$ cat src/rtl/mem_access_unit_pkg.sv
`default_nettype none
// ----------------------------------------------------------------------------
// Package  : mem_pkg
// Brief    : Size codes, FSM encoding and lane helpers for the load/store unit.
// Revision : 1.0
// ----------------------------------------------------------------------------
package mem_pkg;

   localparam logic [1:0] SZ_BYTE = 2'd0;
   localparam logic [1:0] SZ_HALF = 2'd1;
   localparam logic [1:0] SZ_WORD = 2'd2;
   localparam logic [1:0] SZ_RSVD = 2'd3;

   typedef logic [2:0] state_t;

   localparam state_t c_ST_IDLE    = 3'd0;
   localparam state_t c_ST_ACCESS  = 3'd1;
   localparam state_t c_ST_RELEASE = 3'd2;
   localparam state_t c_ST_DONE    = 3'd3;
   localparam state_t c_ST_ERR     = 3'd4;

   // Returns the lowest byte lane covered by the access; in big-endian mode a
   // halfword at offset 0 occupies lanes 3:2, so its base lane is 2.
   function automatic logic [1:0] lane_idx(input logic [1:0] off,
                                           input logic [1:0] size,
                                           input logic       big_endian);
      logic [1:0] lane;
      lane = 2'd0;
      case (size)
         SZ_BYTE: lane = big_endian ? (2'd3 - off) : off;
         SZ_HALF: lane = big_endian ? {~off[1], 1'b0} : {off[1], 1'b0};
         default: lane = 2'd0;
      endcase
      return lane;
   endfunction

   function automatic logic misaligned(input logic [1:0] off,
                                       input logic [1:0] size);
      logic bad;
      bad = 1'b0;
      case (size)
         SZ_BYTE: bad = 1'b0;
         SZ_HALF: bad = off[0];
         SZ_WORD: bad = (off != 2'b00);
         default: bad = 1'b1;
      endcase
      return bad;
   endfunction

endpackage
`default_nettype wire

$ cat src/rtl/mem_access_unit_if.sv
`default_nettype none
// ----------------------------------------------------------------------------
// Interface : mem_access_unit_if
// Brief     : MOV/MOC memory bus between the load/store unit and memory.
// Revision  : 1.0
// ----------------------------------------------------------------------------
interface mem_access_unit_if #(
   parameter int ADDR_W = 32,
   parameter int DATA_W = 32
);
   logic              mov;
   logic              mrw;
   logic [ADDR_W-1:0] maddr;
   logic [3:0]        mbe;
   logic [DATA_W-1:0] mdata_out;
   logic [DATA_W-1:0] mdata_in;
   logic              moc;

   modport master (output mov, mrw, maddr, mbe, mdata_out,
                   input  mdata_in, moc);
   modport slave  (input  mov, mrw, maddr, mbe, mdata_out,
                   output mdata_in, moc);
endinterface
`default_nettype wire

$ cat src/rtl/mem_access_unit_lane_align.sv
`default_nettype none
// ----------------------------------------------------------------------------
// Module   : mem_lane_align
// Brief    : Store replication, byte enables and load extract/extend.
// Revision : 1.0
// ----------------------------------------------------------------------------
module mem_lane_align
   import mem_pkg::*;
#(
   parameter bit BIG_ENDIAN = 1'b1
)(
   input  logic [1:0]  i_offset,
   input  logic [1:0]  i_size,
   input  logic        i_sign_ld,
   input  logic [31:0] i_wdata,
   input  logic [31:0] i_mdata_in,
   output logic [3:0]  o_mbe,
   output logic [31:0] o_mdata_out,
   output logic [31:0] o_ldata
);
   logic [1:0]  w_lane;
   logic [15:0] w_low;

   assign w_lane = lane_idx(i_offset, i_size, BIG_ENDIAN);
   assign w_low  = 16'(i_mdata_in >> {w_lane, 3'b000});

   always_comb begin
      o_mbe       = 4'b0000;
      o_mdata_out = i_wdata;
      o_ldata     = i_mdata_in;
      case (i_size)
         SZ_BYTE: begin
            o_mbe       = 4'b0001 << w_lane;
            o_mdata_out = {4{i_wdata[7:0]}};
            o_ldata     = {{24{i_sign_ld & w_low[7]}}, w_low[7:0]};
         end
         SZ_HALF: begin
            o_mbe       = 4'b0011 << w_lane;
            o_mdata_out = {2{i_wdata[15:0]}};
            o_ldata     = {{16{i_sign_ld & w_low[15]}}, w_low};
         end
         SZ_WORD: begin
            o_mbe = 4'b1111;
         end
         default: begin
            o_mbe = 4'b0000;
         end
      endcase
   end

endmodule
`default_nettype wire

$ cat src/rtl/mem_access_unit.sv
`default_nettype none
// ----------------------------------------------------------------------------
// Module   : mem_access_unit
// Brief    : MAR/MDR load/store engine with MOV/MOC handshake and timeout.
// Revision : 1.0
// ----------------------------------------------------------------------------
module mem_access_unit
   import mem_pkg::*;
#(
   parameter int ADDR_W     = 32,
   parameter int DATA_W     = 32,
   parameter int TIMEOUT    = 16,
   parameter bit BIG_ENDIAN = 1'b1
)(
   input  logic              clk,
   input  logic              reset,
   input  logic              req,
   input  logic              rw,
   input  logic [1:0]        size,
   input  logic              sign_ld,
   input  logic [ADDR_W-1:0] addr_in,
   input  logic [DATA_W-1:0] wdata_in,
   mem_access_unit_if.master bus,
   output logic [DATA_W-1:0] rdata,
   output logic              busy,
   output logic              done,
   output logic              err
);
   localparam int                 c_CNT_W    = $clog2(TIMEOUT);
   localparam logic [c_CNT_W-1:0] c_CNT_LAST = c_CNT_W'(TIMEOUT - 1);

   state_t              r_state;
   state_t              w_next_state;
   logic [ADDR_W-1:0]   r_mar;
   logic [DATA_W-1:0]   r_mdr;
   logic [DATA_W-1:0]   r_rdata;
   logic                r_rw;
   logic                r_sign;
   logic [1:0]          r_size;
   logic [c_CNT_W-1:0]  r_cnt;
   logic [3:0]          w_mbe;
   logic [DATA_W-1:0]   w_mdata_out;
   logic [DATA_W-1:0]   w_ldata;
   logic                w_accept;

   assign w_accept = (r_state == c_ST_IDLE) && req;

   always_ff @(posedge clk or negedge reset) begin
      if (!reset) begin
         r_state <= c_ST_IDLE;
      end else begin
         r_state <= w_next_state;
      end
   end

   // moc is checked before the counter so a completion on the last wait cycle wins.
   always_comb begin
      w_next_state = r_state;
      case (r_state)
         c_ST_IDLE: begin
            if (req) begin
               w_next_state = misaligned(addr_in[1:0], size) ? c_ST_ERR : c_ST_ACCESS;
            end
         end
         c_ST_ACCESS: begin
            if (bus.moc) begin
               w_next_state = c_ST_RELEASE;
            end else if (r_cnt == c_CNT_LAST) begin
               w_next_state = c_ST_ERR;
            end
         end
         c_ST_RELEASE: begin
            if (!bus.moc) begin
               w_next_state = c_ST_DONE;
            end
         end
         c_ST_DONE: w_next_state = c_ST_IDLE;
         c_ST_ERR:  w_next_state = c_ST_IDLE;
         default:   w_next_state = c_ST_IDLE;
      endcase
   end

   always_ff @(posedge clk or negedge reset) begin
      if (!reset) begin
         r_mar   <= '0;
         r_mdr   <= '0;
         r_rw    <= 1'b0;
         r_sign  <= 1'b0;
         r_size  <= SZ_BYTE;
         r_cnt   <= '0;
         r_rdata <= '0;
      end else if (w_accept) begin
         r_mar  <= addr_in;
         r_mdr  <= wdata_in;
         r_rw   <= rw;
         r_sign <= sign_ld;
         r_size <= size;
         r_cnt  <= '0;
      end else if (r_state == c_ST_ACCESS) begin
         r_cnt <= r_cnt + 1'b1;
         if (bus.moc && r_rw) begin
            r_rdata <= w_ldata;
         end
      end
   end

   mem_lane_align #(
      .BIG_ENDIAN (BIG_ENDIAN)
   ) u_lane_align (
      .i_offset    (r_mar[1:0]),
      .i_size      (r_size),
      .i_sign_ld   (r_sign),
      .i_wdata     (r_mdr),
      .i_mdata_in  (bus.mdata_in),
      .o_mbe       (w_mbe),
      .o_mdata_out (w_mdata_out),
      .o_ldata     (w_ldata)
   );

   always_comb begin
      busy    = (r_state != c_ST_IDLE);
      bus.mov = (r_state == c_ST_ACCESS);
      done    = (r_state == c_ST_DONE) || (r_state == c_ST_ERR);
      err     = (r_state == c_ST_ERR);
      bus.mbe = (r_state == c_ST_IDLE) ? 4'b0000 : w_mbe;
   end

   assign bus.mrw       = r_rw;
   assign bus.maddr     = {r_mar[ADDR_W-1:2], 2'b00};
   assign bus.mdata_out = w_mdata_out;
   assign rdata         = r_rdata;

endmodule
`default_nettype wire

$ cat src/flat_wrapper.sv
// flat-port wrapper written by rule: the top's interface ports become plain ports
module mem_access_unit_flat import mem_pkg::*;
#(
   parameter int ADDR_W     = 32,
   parameter int DATA_W     = 32,
   parameter int TIMEOUT    = 16,
   parameter bit BIG_ENDIAN = 1'b1
)
  (clk, reset, req, rw, size, sign_ld, addr_in, wdata_in, rdata, busy, done, err, bus_mov, bus_mrw, bus_maddr, bus_mbe, bus_mdata_out, bus_mdata_in, bus_moc);
  mem_access_unit_if #(.ADDR_W(ADDR_W), .DATA_W(DATA_W)) bus_i ();
  input  logic clk;
  input  logic reset;
  input  logic req;
  input  logic rw;
  input  logic [1:0] size;
  input  logic sign_ld;
  input  logic [ADDR_W-1:0] addr_in;
  input  logic [DATA_W-1:0] wdata_in;
  output logic [DATA_W-1:0] rdata;
  output logic busy;
  output logic done;
  output logic err;
  output wire logic [$bits(bus_i.mov)-1:0] bus_mov;
  output wire logic [$bits(bus_i.mrw)-1:0] bus_mrw;
  output wire logic [$bits(bus_i.maddr)-1:0] bus_maddr;
  output wire logic [$bits(bus_i.mbe)-1:0] bus_mbe;
  output wire logic [$bits(bus_i.mdata_out)-1:0] bus_mdata_out;
  input wire logic [$bits(bus_i.mdata_in)-1:0] bus_mdata_in;
  input wire logic [$bits(bus_i.moc)-1:0] bus_moc;
  assign bus_mov = bus_i.mov;
  assign bus_mrw = bus_i.mrw;
  assign bus_maddr = bus_i.maddr;
  assign bus_mbe = bus_i.mbe;
  assign bus_mdata_out = bus_i.mdata_out;
  assign bus_i.mdata_in = bus_mdata_in;
  assign bus_i.moc = bus_moc;
  mem_access_unit #(.ADDR_W(ADDR_W), .DATA_W(DATA_W), .TIMEOUT(TIMEOUT), .BIG_ENDIAN(BIG_ENDIAN)) u_core (.clk(clk), .reset(reset), .req(req), .rw(rw), .size(size), .sign_ld(sign_ld), .addr_in(addr_in), .wdata_in(wdata_in), .bus(bus_i), .rdata(rdata), .busy(busy), .done(done), .err(err));
endmodule
$ cat config.mk
export PLATFORM = sky130hd
export DESIGN_NAME = mem_access_unit_flat
export DESIGN_NICKNAME = d
export VERILOG_FILES = /design/src/rtl/mem_access_unit_pkg.sv /design/src/rtl/mem_access_unit_if.sv /design/src/rtl/mem_access_unit_lane_align.sv /design/src/rtl/mem_access_unit.sv /design/src/flat_wrapper.sv
export SDC_FILE = /design/constraint.sdc
export NUM_CORES = 1
export LEC_CHECK = 0
export ABC_AREA = 1
export CAP_MARGIN = 5
export CORE_MARGIN = 8
export CORE_UTILIZATION = 50
export CTS_BUF_LIST = sky130_fd_sc_hd__clkbuf_4 sky130_fd_sc_hd__clkbuf_8
export CTS_CLUSTER_SIZE = 28
export DETAILED_ROUTE_END_ITERATION = 10
export PLACE_DENSITY = 0.89
export SLEW_MARGIN = 20
export SYNTH_ARGS = -nofsm -noshare
export SYNTH_HDL_FRONTEND = slang
export SYNTH_SLANG_ARGS = --single-unit
$ cat constraint.sdc
create_clock -name clk -period 2.5 [get_ports clk]
set_input_delay 0.625 -clock clk [delete_from_list [all_inputs] [get_ports clk]]
set_output_delay 0.625 -clock clk [all_outputs]
set_load 0.03 [all_outputs]
After elaboration in Yosys (flattened, before gate mapping):

Cells that the tools add are included.

* add/subtract/negate cells: 2
* multiply operators: 0
* divide/modulo/power cells: 0
* $lt $le $gt $ge: 0
* eq/ne operators: 12
* shift-type cells: 3
* muxes and demuxes: 16
* bitwise logic cells: 4
* reductions and logical operators: 11

Operator list (number)
* $pmux W32 S2: 2
* $shr A32 B5 Y16: 1
* $mux W3: 5
* $mux W4: 3
* $pmux W4 S3: 1
* $pmux W3 S3: 1
* $eq A3 B2 Y1 const B: 2
* $reduce_and A3 Y1: 2
* $add A4 B1 Y4 const B: 1
* $eq A2 B1 Y1 const B: 2
* $eq A2 B2 Y1 const B: 2
* $eq A4 B4 Y1 const B: 1
* $logic_not A2 Y1: 2
* $ne A2 B2 Y1 const B: 2
* $pmux W2 S2: 1
* $reduce_bool A2 Y1: 2
* $shl A1 B2 Y4 const A: 1
* $shl A2 B2 Y4 const A: 1
* $eq A3 B1 Y1 const B: 1
* $eq A3 B3 Y1 const B: 1
* $logic_not A3 Y1: 1
* $ne A3 B1 Y1 const B: 1
* $pmux W1 S3: 1
* $reduce_bool A3 Y1: 1
* 6 further kinds: 10

* bits in registers: 107
* bits in latches: 0
* memory bits (writable): 0
* ROM bits: 0
* bits of input ports: 104
* word-level logic and storage cells: 56
* memories kept: 0

Longest topological paths before layout:

* depth in word-level cells: 7
* depth in mapped cells: 10

Hierarchy:

From an unflattened synthesis, not the netlist that was laid out.

* cells, all modules: 784
* area, all modules: 6055.8 um^2

By module, submodules not included
* mem_access_unit: instances 1, cells each 524, area each 4732.0 um^2, sequential area each 2677.6 um^2
* mem_lane_align: instances 1, cells each 260, area each 1323.8 um^2, sequential area each 0.0 um^2

Worst setup path before layout:

Ideal clock, no wire load.

* kind: reg2out
* start point: register u_core.r_size[0]
* end point: output bus_mdata_out[10]
* arrival: 1.585 ns
* data required time: 1.875 ns
* setup slack: 0.290 ns
* stages on the path, launching flop included: 5
* cells stage by stage: dfrtp_1 > nor2_8 > buf_2 > buf_2 > o21ai_0

* word-level cells in the longest chain between the ends: 2

Ends and longest elaborated chain
* start: declaration: RTL line mem_access_unit.sv:39 `logic [1:0] r_size;`
* start signal: assignment: RTL line mem_access_unit.sv:97 `r_size <= size;`
* $eq A2 B1 Y1 or $logic_not A2 Y1 (tied branches): RTL line mem_access_unit_lane_align.sv:31 `case (i_size)`
* $pmux W32 S2 *: RTL line mem_access_unit_lane_align.sv:31
* end: declaration: RTL line flat_wrapper.sv:27 `output wire logic [$bits(bus_i.mdata_out)-1:0] bus_mdata_out;`

Mark *: on every way between the ends. The rest lies on a longest branch, timed or not.

Worst setup path after layout:

* start point: register u_core.r_size[0]
* end point: output bus_mdata_out[26]

The elaborated chain is that of the path after synthesis.

==> qor.csv <==
stage,metric,value,unit
power,ir_drop,0.000840,V
die,core_area,11200,um2
logic_synthesis,syn_area,5650,um2
logic_synthesis,ys_top_cells_by_area,"dfrtp_1 47%, nand2_1 23%, buf_4 5.3%",
worst_setup_path,slowest_stage,dfrtp_2,
timing,fin_crit,2.42,ns
logic_synthesis,avgSynthCellArea,7.67,um2
timing,worst_slack,0.0769,ns
clocking,clock-root-buffer,clkbuf_8,
logic_synthesis,yosys_warnings,0,
final_layout,n_antenna_cell,0,
logic_synthesis,ys_ff_latch,107,
power,p_leak,3.90,nW
logic_synthesis,synth_cells,737,
worst_setup_path,crit_family,buffers and inverters,
logic_synthesis,synth_most_common_cell,nand2_1,
grt,grt_pass1_wl,26.9,mm
final_layout,fillerInstances,932,
worst_setup_path,startpoint_type,flip-flop,
die,die_w,122,um
placed_design,gp_congestion,0.878,
route,routed_wl,17.0,mm
logic_synthesis,synth_top_family_by_area,simple AND/OR/NAND/NOR gates,
power,p_comb_share,63.0,%
final_layout,final_util,68.8,%
final_layout,area_delta_synth_final,36.7,%
clocking,cts_sinks,107,
grt,grt_start_max_net_pins,62,
timing,maxSlewViolCount,0,
power,power_density,1440,nW/um2
worst_setup_path,r2r_end,u_core.rdata[11],
timing,holdWs,0.195,ns
route,drtIter0Drc,345,
power,power_frac_clock,9.0,%
logic_synthesis,synthMuxAreaShare,0,%
clocking,path_clk_slew,0.10,ns
worst_setup_path,path_buf_inv,2,
timing,final_hold_viol_count,0,
final_layout,seqCellArea,2680,um2
timing,grt_setup_unrepaired,no,
logic_synthesis,synth_xor_area_share,0,%
timing,fin_tns_setup,0,ns
die,start_util,50.3,%
outcome,status,"complete, no violations",
grt,antenna_found_initial,0,
worst_setup_path,reg2reg_slack,0.59,ns
power,p_switching,0.00564,W
worst_setup_path,reg2regPathDepth,9,
placed_design,pre_cts_ws,0.143,ns
worst_setup_path,slowest_delay,0.50,ns
worst_setup_path,cp.required,1.88,ns
route,ant_nets,0,
run,max-cap-violations,0,
final_layout,layout.nets,1006,
clocking,clk_path_buf_depth,2,
logic_synthesis,seq_area_frac_synth,47.4,%
die,io_pins,209,
grt,grt_pass1_vias,5221,
logic_synthesis,synth-main-ff-cell,dfrtp_1,
clocking,cts_tree,yes,
clocking,cts_buffers,9,
timing,setup_viol,0,
logic_synthesis,synth_edf_count,0,
clocking,cts-htree-levels,3,
clocking,postCtsHoldBufs,0,
route,wl_per_cell,16.2,um
route,vias,5375,
worst_setup_path,critPathMaxFanout,9,
power,power_frac_seq,28.0,%
logic_synthesis,async_flop_share,100,%
logic_synthesis,synth.top_cell.area_share,47.4,%
logic_synthesis,synth_cell_type_count,34,
worst_setup_path,worstSetupEndpointType,primary output,
grt,overflow,0,
die,die_area,15000,um2
worst_setup_path,crit_arrival,1.80,ns
power,p_int,0.00552,W
placed_design,hpwl,12.9,mm
timing,tightest_slew,0.618,ns
final_layout,final_area,7720,um2
route,viasPerCell,5.13,
die,die_y,122,um
clocking,clkLatencyLatePin,0.37,ns
worst_setup_path,crit_chain,"nor2_8, buf_12, nand2_1, o211ai_1, dlygate4sd2_1",
worst_setup_path,critical_path_class,reg -> out,
timing,relSlewSlack,58.8,%
die,rows,39,
route,post-route-drc-count,0,
logic_synthesis,synth_top_area_cell,dfrtp_1,
power,p_sw_share,50.6,%
timing,fin_crit_sh,96.9,%
placed_design,dpl-instance-area,7520,um2
worst_hold_path,hp-class,in -> async,
worst_setup_path,timing.rr.start,u_core.r_size[0],
logic_synthesis,synthTopCellsByCount,"340 x nand2_1, 107 x dfrtp_1, 59 x nand3_1",
logic_synthesis,synth_compound_area_share,6.80,%
timing,fin_skew,0.00472,ns
logic_synthesis,synth-adder-area-share,0.221,%
timing,fmax,413,MHz
logic_synthesis,synth-simple-area-share,34.1,%
final_layout,drive_gt1_share,10.5,%
placed_design,numPortBuffers,206,
route,drt_pass1_iterations,5,
worst_setup_path,startpoint,u_core.r_size[0],
final_layout,multi_input_area,2340,um2
grt,globalRouteTotalUtil,22.7,%
-- how the worst max path moves through the flow --
stage	end	slack [ns]	cells past startpoint
after floorplan	bus_mdata_out[10]	0.29	4
after global placement	bus_mdata_out[26]	0.20	4
after detailed placement	bus_mdata_out[26]	0.14	3
after CTS	bus_mbe[2]	0.01	6
after global routing	bus_mbe[2]	0.01	6
final	bus_mdata_out[26]	0.08	5
-- metrics by stage --
step,instances,total power (W)
6_report,1048,0.0112
2_1_floorplan,738,0.00781
4_1_cts,1046,0.0111
3_5_place_dp,1031,0.0102
3_3_place_gp,1031,0.0101
5_1_grt,1048,0.0119
-- logic make-up after synthesis --
group	after synthesis
simple gates	447
buf+inv	116
flops	107
compound gates	65
fa+ha+maj	1
other cells	1
-- layout by cell type, fill, tap and decap left out, drive strengths merged --
cell type / netlist / layout
buf: 63 / 34
dlygate4sd2: 0 / 16
clkbuf: 11 / 13
nand2: 344 / 344
clkinv: 1 / 3
nand4: 4 / 4
a22o: 1 / 1
a21oi: 25 / 25
a31oi: 1 / 1
nor2: 15 / 15
nand3: 65 / 65
clkdlybuf4s50: 0 / 174
dfrtp: 107 / 107
o2111ai: 6 / 6
a211oi: 1 / 1
or2: 18 / 18
inv: 41 / 43
ha: 1 / 1
o21ai: 24 / 24
o211ai: 7 / 7
conb: 1 / 2
nand3b: 1 / 1
-- layer usage --
metal / track usage [%] / wire length [um] / vias up / share of wire (%)
met5: 0 / 0 / - / 0
met4: 8.76 / 378 / 0 / 2.2
met3: 7.68 / 1890 / 30 / 11
met2: 36.7 / 8030 / 249 / 47
met1: 27.7 / 6730 / 2495 / 40
li1: - / - / 2601 / -
-- flip-flops by register name, indices dropped and copies added (netlist names) --
signal / cells
u_core.r_size: 2
u_core.r_mar: 32
u_core.bus.mrw: 1
u_core.r_state: 3
u_core.r_cnt: 4
u_core.r_sign: 1
u_core.rdata: 32
u_core.r_mdr: 32
-- power groups by stage --
stage	Sequential, W	Clock, W	Combinational [W]
final	0.00312	0.00100	0.00703
after global routing	0.00322	0.00107	0.00760
after CTS	0.00311	0.00101	0.00698
after detailed placement	0.00313	0	0.00711
after global placement	0.00311	0	0.00697
after floorplan	0.00350	0	0.00431
-- timing repair --
action | in CTS | in global routing
buffers inserted | 0 | 2
resized for setup | 21 | 11
pin swaps | 0 | 1
endpoints found under the setup margin | 21 | 7
-- final cells by class --
type | instances | area share [%]
Tap cell | 143 | 2.32
Multi-Input combinational cell | 515 | 30.3
Sequential cell | 107 | 34.7
Timing Repair Buffer | 226 | 28.3
Inverter | 42 | 2.07
Clock buffer | 11 | 1.80
Clock inverter | 4 | 0.486
Power figures use the tool's default switching activity.
